File: src/rtl/mdec_cmd_sequencer_pkg.sv
// Shared MDEC constants for the command sequencer slice.
// Holds the command opcodes, the sequencer state encoding, the depth/sign setup
// types driven to the core, and a helper giving the word count of a table load.
package mdec_cmd_sequencer_pkg;

    localparam logic [2:0] OP_DECODE = 3'd1;
    localparam logic [2:0] OP_QUANT  = 3'd2;
    localparam logic [2:0] OP_COS    = 3'd3;

    typedef logic [1:0] MDEC_TPIX;
    typedef logic       MDEC_SIGN;

    typedef enum logic [2:0] {
        StIdle,
        StFetch,
        StDecLo,
        StDecHi,
        StTbl,
        StDrain
    } seqState_t;

    // Quant loads carry one table (16 words) unless bit 0 asks for luma+chroma.
    function automatic logic [5:0] tblWords(input logic [2:0] op, input logic lenLsb);
        return (op == OP_QUANT && !lenLsb) ? 6'd16 : 6'd32;
    endfunction

endpackage

File: src/rtl/mdec_cmd_sequencer_if.sv
// Command FIFO and RLE stream bundle between the sequencer and its neighbours.
//   i_cmdValid / i_cmdWord / o_cmdPop   : host command FIFO head and pop strobe
//   i_allowLoad / o_dataWrite / o_dataIn : core RLE halfword port
// master = sequencer side, slave = FIFO/core side.
interface mdec_cmd_sequencer_if;

    logic        i_cmdValid;
    logic [31:0] i_cmdWord;
    logic        o_cmdPop;
    logic        i_allowLoad;
    logic        o_dataWrite;
    logic [15:0] o_dataIn;

    modport master (
        input  i_cmdValid, i_cmdWord, i_allowLoad,
        output o_cmdPop, o_dataWrite, o_dataIn
    );

    modport slave (
        output i_cmdValid, i_cmdWord, i_allowLoad,
        input  o_cmdPop, o_dataWrite, o_dataIn
    );

endinterface

File: src/rtl/mdec_tbl_loader.sv
// Table-load address counter and field repacking for quant/cos commands.
// Ports:
//   clk, i_nrst      clock, asynchronous active-low reset
//   i_clear          restart the address counter at 0
//   i_wrEn           a table word is popped and written this cycle
//   i_isCos          1 = cos table, 0 = quant table
//   i_word           table word from the command FIFO head
//   o_quant*         quant write strobe, packed 4x7-bit value, address, table select
//   o_cos*           cos write strobe, index, packed 2x13-bit value
// All outputs are 0 when no write happens.
module mdec_tbl_loader
    import mdec_cmd_sequencer_pkg::*;
(
    input  logic        clk,
    input  logic        i_nrst,
    input  logic        i_clear,
    input  logic        i_wrEn,
    input  logic        i_isCos,
    input  logic [31:0] i_word,
    output logic        o_quantWrt,
    output logic [27:0] o_quantValue,
    output logic [3:0]  o_quantAdr,
    output logic        o_quantTblSelect,
    output logic        o_cosWrite,
    output logic [4:0]  o_cosIndex,
    output logic [25:0] o_cosVal
);

    logic [4:0] kQ;
    logic       unusedBits;

    // Bits 31 and 15 carry no table data in either format.
    assign unusedBits = ^{i_word[31], i_word[15]};

    always_ff @(posedge clk or negedge i_nrst) begin
        if (!i_nrst) begin
            kQ <= '0;
        end else if (i_clear) begin
            kQ <= '0;
        end else if (i_wrEn) begin
            kQ <= kQ + 5'd1;
        end
    end

    always_comb begin
        o_quantWrt       = 1'b0;
        o_quantValue     = '0;
        o_quantAdr       = '0;
        o_quantTblSelect = 1'b0;
        o_cosWrite       = 1'b0;
        o_cosIndex       = '0;
        o_cosVal         = '0;
        if (i_wrEn) begin
            if (i_isCos) begin
                o_cosWrite = 1'b1;
                o_cosIndex = kQ;
                o_cosVal   = {i_word[28:16], i_word[12:0]};
            end else begin
                o_quantWrt       = 1'b1;
                o_quantValue     = {i_word[30:24], i_word[22:16], i_word[14:8], i_word[6:0]};
                o_quantAdr       = kQ[3:0];
                o_quantTblSelect = kQ[4];
            end
        end
    end

endmodule

File: src/rtl/mdec_cmd_sequencer.sv
// MDEC command front-end: pops command/parameter words from the host FIFO,
// feeds RLE halfwords to the core and loads the quant/cos tables.
// Ports:
//   clk, i_nrst          clock, asynchronous active-low reset
//   i_abort              (only with MDEC_SEQ_ABORT_EN) abandon the current command
//   bus                  FIFO pop handshake and RLE halfword stream (master side)
//   i_stillIDCT          core IDCT busy, holds DRAIN
//   o_bitSetupDepth/o_bitSigned   depth/sign latched at each decode command
//   o_quant* / o_cos*    table write ports
//   o_busy, o_curCmd, o_remain    status
// Optional build macro: MDEC_SEQ_ABORT_EN adds the i_abort input.
module mdec_cmd_sequencer
    import mdec_cmd_sequencer_pkg::*;
#(
    parameter int unsigned CNT_W = 16
) (
    input  logic             clk,
    input  logic             i_nrst,
`ifdef MDEC_SEQ_ABORT_EN
    input  logic             i_abort,
`endif
    mdec_cmd_sequencer_if.master bus,
    input  logic             i_stillIDCT,
    output MDEC_TPIX         o_bitSetupDepth,
    output MDEC_SIGN         o_bitSigned,
    output logic             o_quantWrt,
    output logic [27:0]      o_quantValue,
    output logic [3:0]       o_quantAdr,
    output logic             o_quantTblSelect,
    output logic             o_cosWrite,
    output logic [4:0]       o_cosIndex,
    output logic [25:0]      o_cosVal,
    output logic             o_busy,
    output logic [2:0]       o_curCmd,
    output logic [CNT_W-1:0] o_remain
);

    seqState_t        stateQ, stateD;
    logic [CNT_W-1:0] remainQ, remainD;
    logic [2:0]       curCmdQ, curCmdD;
    MDEC_TPIX         depthQ, depthD;
    MDEC_SIGN         signQ, signD;
    logic [31:0]      wordQ, wordD;
    logic             abort;
    logic             tblWr;
    logic [2:0]       op;
    logic             inDecode;

`ifdef MDEC_SEQ_ABORT_EN
    assign abort = i_abort;
`else
    assign abort = 1'b0;
`endif

    assign op       = bus.i_cmdWord[31:29];
    assign inDecode = (curCmdQ == OP_DECODE) && (stateQ inside {StFetch, StDecLo, StDecHi});

    always_ff @(posedge clk or negedge i_nrst) begin
        if (!i_nrst) begin
            stateQ  <= StIdle;
            remainQ <= '0;
            curCmdQ <= '0;
            depthQ  <= '0;
            signQ   <= 1'b0;
            wordQ   <= '0;
        end else begin
            stateQ  <= stateD;
            remainQ <= remainD;
            curCmdQ <= curCmdD;
            depthQ  <= depthD;
            signQ   <= signD;
            wordQ   <= wordD;
        end
    end

    always_comb begin
        stateD          = stateQ;
        remainD         = remainQ;
        curCmdD         = curCmdQ;
        depthD          = depthQ;
        signD           = signQ;
        wordD           = wordQ;
        bus.o_cmdPop    = 1'b0;
        bus.o_dataWrite = 1'b0;
        bus.o_dataIn    = '0;
        tblWr           = 1'b0;

        // DRAIN is already the safe path, so abort leaves it to finish normally.
        if (abort && stateQ != StDrain) begin
            remainD = '0;
            if (inDecode) begin
                stateD = StDrain;
            end else begin
                stateD  = StIdle;
                curCmdD = '0;
            end
        end else begin
            case (stateQ)
                StIdle: begin
                    if (bus.i_cmdValid) begin
                        bus.o_cmdPop = 1'b1;
                        case (op)
                            OP_DECODE: begin
                                curCmdD = op;
                                depthD  = bus.i_cmdWord[28:27];
                                signD   = bus.i_cmdWord[26];
                                remainD = bus.i_cmdWord[CNT_W-1:0];
                                stateD  = (bus.i_cmdWord[CNT_W-1:0] == '0) ? StDrain : StFetch;
                            end
                            OP_QUANT, OP_COS: begin
                                curCmdD = op;
                                remainD = CNT_W'(tblWords(op, bus.i_cmdWord[0]));
                                stateD  = StTbl;
                            end
                            default: ; // unknown opcode: word is consumed as a no-op
                        endcase
                    end
                end
                StFetch: begin
                    if (bus.i_cmdValid) begin
                        bus.o_cmdPop = 1'b1;
                        wordD        = bus.i_cmdWord;
                        remainD      = remainQ - CNT_W'(1);
                        stateD       = StDecLo;
                    end
                end
                StDecLo: begin
                    bus.o_dataIn    = wordQ[15:0];
                    bus.o_dataWrite = bus.i_allowLoad;
                    if (bus.i_allowLoad) stateD = StDecHi;
                end
                StDecHi: begin
                    bus.o_dataIn    = wordQ[31:16];
                    bus.o_dataWrite = bus.i_allowLoad;
                    if (bus.i_allowLoad) stateD = (remainQ != '0) ? StFetch : StDrain;
                end
                StTbl: begin
                    if (bus.i_cmdValid) begin
                        bus.o_cmdPop = 1'b1;
                        tblWr        = 1'b1;
                        remainD      = remainQ - CNT_W'(1);
                        if (remainQ == CNT_W'(1)) begin
                            stateD  = StIdle;
                            curCmdD = '0;
                        end
                    end
                end
                StDrain: begin
                    if (!i_stillIDCT) begin
                        stateD  = StIdle;
                        curCmdD = '0;
                    end
                end
                default: begin
                    stateD  = StIdle;
                    curCmdD = '0;
                end
            endcase
        end
    end

    mdec_tbl_loader u_tblLoader (
        .clk              (clk),
        .i_nrst           (i_nrst),
        .i_clear          (stateQ == StIdle),
        .i_wrEn           (tblWr),
        .i_isCos          (curCmdQ == OP_COS),
        .i_word           (bus.i_cmdWord),
        .o_quantWrt       (o_quantWrt),
        .o_quantValue     (o_quantValue),
        .o_quantAdr       (o_quantAdr),
        .o_quantTblSelect (o_quantTblSelect),
        .o_cosWrite       (o_cosWrite),
        .o_cosIndex       (o_cosIndex),
        .o_cosVal         (o_cosVal)
    );

    assign o_bitSetupDepth = depthQ;
    assign o_bitSigned     = signQ;
    assign o_busy          = (stateQ != StIdle);
    assign o_curCmd        = curCmdQ;
    assign o_remain        = remainQ;

endmodule

File: src/flat_wrapper.sv
// flat-port wrapper written by rule: the top's interface ports become plain ports
module mdec_cmd_sequencer_flat import mdec_cmd_sequencer_pkg::*;
#(
    parameter int unsigned CNT_W = 16
)
  (clk, i_nrst, i_stillIDCT, o_bitSetupDepth, o_bitSigned, o_quantWrt, o_quantValue, o_quantAdr, o_quantTblSelect, o_cosWrite, o_cosIndex, o_cosVal, o_busy, o_curCmd, o_remain, bus_i_cmdValid, bus_i_cmdWord, bus_i_allowLoad, bus_o_cmdPop, bus_o_dataWrite, bus_o_dataIn);
  mdec_cmd_sequencer_if bus_i ();
  input  logic clk;
  input  logic i_nrst;
  input  logic i_stillIDCT;
  output MDEC_TPIX o_bitSetupDepth;
  output MDEC_SIGN o_bitSigned;
  output logic o_quantWrt;
  output logic [27:0] o_quantValue;
  output logic [3:0] o_quantAdr;
  output logic o_quantTblSelect;
  output logic o_cosWrite;
  output logic [4:0] o_cosIndex;
  output logic [25:0] o_cosVal;
  output logic o_busy;
  output logic [2:0] o_curCmd;
  output logic [CNT_W-1:0] o_remain;
  input wire logic [$bits(bus_i.i_cmdValid)-1:0] bus_i_cmdValid;
  input wire logic [$bits(bus_i.i_cmdWord)-1:0] bus_i_cmdWord;
  input wire logic [$bits(bus_i.i_allowLoad)-1:0] bus_i_allowLoad;
  output wire logic [$bits(bus_i.o_cmdPop)-1:0] bus_o_cmdPop;
  output wire logic [$bits(bus_i.o_dataWrite)-1:0] bus_o_dataWrite;
  output wire logic [$bits(bus_i.o_dataIn)-1:0] bus_o_dataIn;
  assign bus_i.i_cmdValid = bus_i_cmdValid;
  assign bus_i.i_cmdWord = bus_i_cmdWord;
  assign bus_i.i_allowLoad = bus_i_allowLoad;
  assign bus_o_cmdPop = bus_i.o_cmdPop;
  assign bus_o_dataWrite = bus_i.o_dataWrite;
  assign bus_o_dataIn = bus_i.o_dataIn;
  mdec_cmd_sequencer #(.CNT_W(CNT_W)) u_core (.clk(clk), .i_nrst(i_nrst), .bus(bus_i), .i_stillIDCT(i_stillIDCT), .o_bitSetupDepth(o_bitSetupDepth), .o_bitSigned(o_bitSigned), .o_quantWrt(o_quantWrt), .o_quantValue(o_quantValue), .o_quantAdr(o_quantAdr), .o_quantTblSelect(o_quantTblSelect), .o_cosWrite(o_cosWrite), .o_cosIndex(o_cosIndex), .o_cosVal(o_cosVal), .o_busy(o_busy), .o_curCmd(o_curCmd), .o_remain(o_remain));
endmodule
File: config.mk
export PLATFORM = sky130hd
export DESIGN_NAME = mdec_cmd_sequencer_flat
export DESIGN_NICKNAME = d
export VERILOG_FILES = /design/src/rtl/mdec_cmd_sequencer_pkg.sv /design/src/rtl/mdec_cmd_sequencer_if.sv /design/src/rtl/mdec_tbl_loader.sv /design/src/rtl/mdec_cmd_sequencer.sv /design/src/flat_wrapper.sv
export SDC_FILE = /design/constraint.sdc
export NUM_CORES = 1
export LEC_CHECK = 0
export BUFFER_PORTS_ARGS = -buffer_cell sky130_fd_sc_hd__buf_2
export CAP_MARGIN = 40
export CELL_PAD_IN_SITES_DETAIL_PLACEMENT = 1
export CELL_PAD_IN_SITES_GLOBAL_PLACEMENT = 1
export CORE_AREA = 2 2 116 118
export DETAILED_ROUTE_END_ITERATION = 6
export DIE_AREA = 0 0 118 120
export PLACE_DENSITY_LB_ADDON = 0.1
export RECOVER_POWER = 50
export SLEW_MARGIN = 25
export SYNTH_ARGS = -nofsm -noshare
export SYNTH_HDL_FRONTEND = slang
export SYNTH_HIERARCHICAL = 1
export SYNTH_SLANG_ARGS = --single-unit
File: constraint.sdc
create_clock -name clk -period 2.2 [get_ports clk]
set_input_delay 0.11 -clock clk [delete_from_list [all_inputs] [get_ports clk]]
set_output_delay 0.11 -clock clk [all_outputs]
set_load 0.02 [all_outputs]
==> impl_metrics.yaml <==
power_and_ir_drop:
  p_leak_uw: 0.00261
  vdd.ir_drop.worst_mv: 0.364
  p_per_area_nw_per_um2: 1390
clock_tree:
  post_cts_buffers: 0
  cts_tree: "yes"
  number_of_buffers_created_by_cts: 9
  clock_tree.root_cell: "sky130_fd_sc_hd__clkbuf_16"
  clk_latency_ps: 330
  numClockSinks: 62
  clkSlewWorstSetupHoldPaths_ps: 60
  bufs_on_longest_clock_path: 2
  cts-htree-levels: 3
floorplanning:
  design.core.area_um2: 13000
  floorplan.die.width_um: 118
  area_enclosed_by_the_die_boundary_um2: 14200
  die_h_um: 120
  initial_core_util_pct: 29.4
  io_count: 144
  num_rows: 42
outcome:
  outcome: "finished, final reports clean"
timing:
  worst_hold_slack_ps: 10.1
  layout_worst_path_cycle_share_pct: 96.7
  tns_ps: 0
  layout_min_cycle_time_ps: 2130
  finalHoldViolations: 0
  grt_setup_unrepaired: "false"
  final.setup_skew_ps: 6.03
  finalSetupViolations: 0
  timing.max_slew.rel_slack_pct: 2.25
  tightestPinTransition_ps: 1470
  fmax_mhz: 470
  report.final.slew_viol_count: 0
worst_setup_path:
  end_kind: "register"
  critical_path_source: "u_core/o_remain[1]"
  critical_path_buf_inv_count: 1
  critical-path-top-delay-family: "simple AND/OR/NAND/NOR gates"
  worst-setup-path-type: "register to register"
  reg2reg_setup_slack_ps: 70
  r2r_cells: 7
  crit_required_ps: 2440
  cp_data_arrival_time_ps: 2360
  critical_path.slowest_cell: "sky130_fd_sc_hd__or4b_1"
  crit_path_max_incr_delay_ps: 480
  crit_fanout: 4
  reg2reg_from: "u_core/o_remain[1]"
  worstReg2RegEnd: "u_core/stateQ[2]"
  cell_chain_of_the_critical_path: "inv_2 -> ha_4 -> or4b_1 -> or4_4 -> o22ai_1 -> a21oi_1 -> a31oi_1"
  cp-start-kind: "register"
finish:
  fill_cells: 1565
  area_added_between_synthesis_and_finish_pct: 34.6
  final_common_cell: "sky130_fd_sc_hd__buf_2"
  final_core_util_pct: 39.6
  post-route-cell-area_um2: 5150
  layout_common_cells: "sky130_fd_sc_hd__buf_2 (113), sky130_fd_sc_hd__dfrtp_1 (60), sky130_fd_sc_hd__nor2_1 (40)"
  final_net_count: 591
  n_antenna_cell: 0
  final_layout_size_suffix_gt1_share_pct: 37.9
logic_synthesis:
  seq_area_frac_synth_pct: 40.6
  ffs_latches_synth: 62
  synth_fp_nets: 439
  netlist-cell-type-count: 58
  avgSynthCellArea_um2: 9.58
  synth_warnings: 6
  synthFlopType: "sky130_fd_sc_hd__dfrtp_1"
  synthesis.area_um2: 3820
  synth-async-reset-ratio_pct: 100
  netlist_instances: 399
  synth_enable_flop_cells: 0
detailed_routing:
  detailedRoute.firstPassIterationCount: 4
  routedWlPerCell_um: 19.4
  vias: 3713
  dr.first_iter.drc_count: 202
  number_of_vias_per_cell: 5.07
  drt-total-wl_um: 14200
  route.antenna.remaining_nets: 0
  drc: 0
global_routing:
  global_route_wire_length_before_repair_um: 22000
  grt_antenna_before_repair: 0
  grt_pass1_vias: 3830
  groute.usage.overall_pct: 20.3
  grt_overflow_total: 0
  grt_max_degree: 63
place:
  port_buffers: 143
  gp_congestion: 0.828
  dp_hpwl_um: 10200
  placement.cell_area_um2: 4860
run:
  drv.max_cap_violation_count: 0
min_path:
  min_path_type: "input port to register"
  hold_end: "u_core/stateQ[1]"
  holdCritStartpoint: "bus_i_allowLoad"
  hold_depth: 2
==> area by class of cell <==
cell class / count / area, µm² / share of cell area [%]
timing repair buffer: 170 / 910 / 17.7
multi-input combinational: 299 / 2140 / 41.6
inverter: 9 / 33.8 / 0.656
clock inverter: 6 / 61.3 / 1.19
tap: 176 / 220 / 4.28
sequential: 62 / 1550 / 30.2
clock buffer: 10 / 229 / 4.45
==> worst max-delay path by stage <==
stage                                endpoint  slack [ps]  depth (start not counted)
after floorplan           u_core/o_remain[12]          70                          7
after global placement    u_core/o_remain[14]          40                          8
after detailed placement  u_core/o_remain[14]         -50                          8
after CTS                    u_core/stateQ[2]           5                          7
after global routing         o_quantValue[15]          20                          6
final                        u_core/stateQ[2]          70                          7
==> synthesized netlist by cell type, drive strengths merged, types with 3 or more instances <==
library cell	instances	area, µm²
mux2i	20	200
nor2b	4	32.5
and3	33	206
a32oi	3	26.3
mux2	38	435
nand4	3	31.3
a21oi	17	85.1
and2	36	225
buf	12	81.3
nand3	3	15.0
nor4	10	62.6
nor3	6	30.0
dfrtp	62	1550
nor2	40	150
a221oi	3	26.3
o21ai	22	114
ha	3	37.5
nand2	17	63.8
nand2b	4	25.0
a22oi	4	30.0
inv	9	33.8
clkbuf	17	75.1
==> cells by family after synthesis <==
family	count (synthesis)	synth area share, %
fa+ha+maj	3	0.982
xor+xnor	2	0.458
buf+inv	38	4.98
simple gates	168	24.9
flops	62	40.6
compound gates	68	11.5
mux	58	16.6
==> what timing repair did <==
action	in CTS	in global routing
hold endpoints to repair	62	0
pin swaps	0	1
hold buffers	1	0
endpoints found under the setup margin	43	49
resized for setup	5	9
==> state kept, by name (all words and copies together) (netlist names) <==
signal	count
u_core/wordQ	32
u_core/o_remain	16
u_core/u_tblLoader/kQ	5
u_core/o_curCmd	3
u_core/stateQ	3
u_core/o_bitSetupDepth	2
u_core/o_bitSigned	1
==> layer usage <==
layer / GRT usage (%) / wire length [µm]
met5: 0 / 0
met3: 4.71 / 843
met4: 5.87 / 167
met2: 32.3 / 6670
met1: 27.4 / 6560
==> worst reg2reg max path: cells and delay by family, from the launching register on <==
kind                       cells  cell delay (ps)
and+or+nand+nor                2              930
adders and majority gates      1              160
DFF                            1              400
buffers and inverters          1              100
AOI/OAI and AO/OA              3              450
==> per-stage QoR <==
| stage | total power [µW] | setup slack [ps] | instances |
|---|---|---|---|
| 5_1_grt | 7670 | 18.0 | 732 |
| 6_report | 7180 | 73.4 | 732 |
| 3_5_place_dp | 5800 | -46.5 | 715 |
| 3_3_place_gp | 5720 | 42.8 | 715 |
| 4_1_cts | 7280 | 5.34 | 732 |
| 2_1_floorplan | 4450 | 69.4 | 399 |
==> report_power, final <==
group / internal, µW / total, µW / switching, µW
sequential: 1670 / 2100 / 432
clock: 875 / 1410 / 540
combinational: 1490 / 3660 / 2170
(Power assumes the default switching activity.)
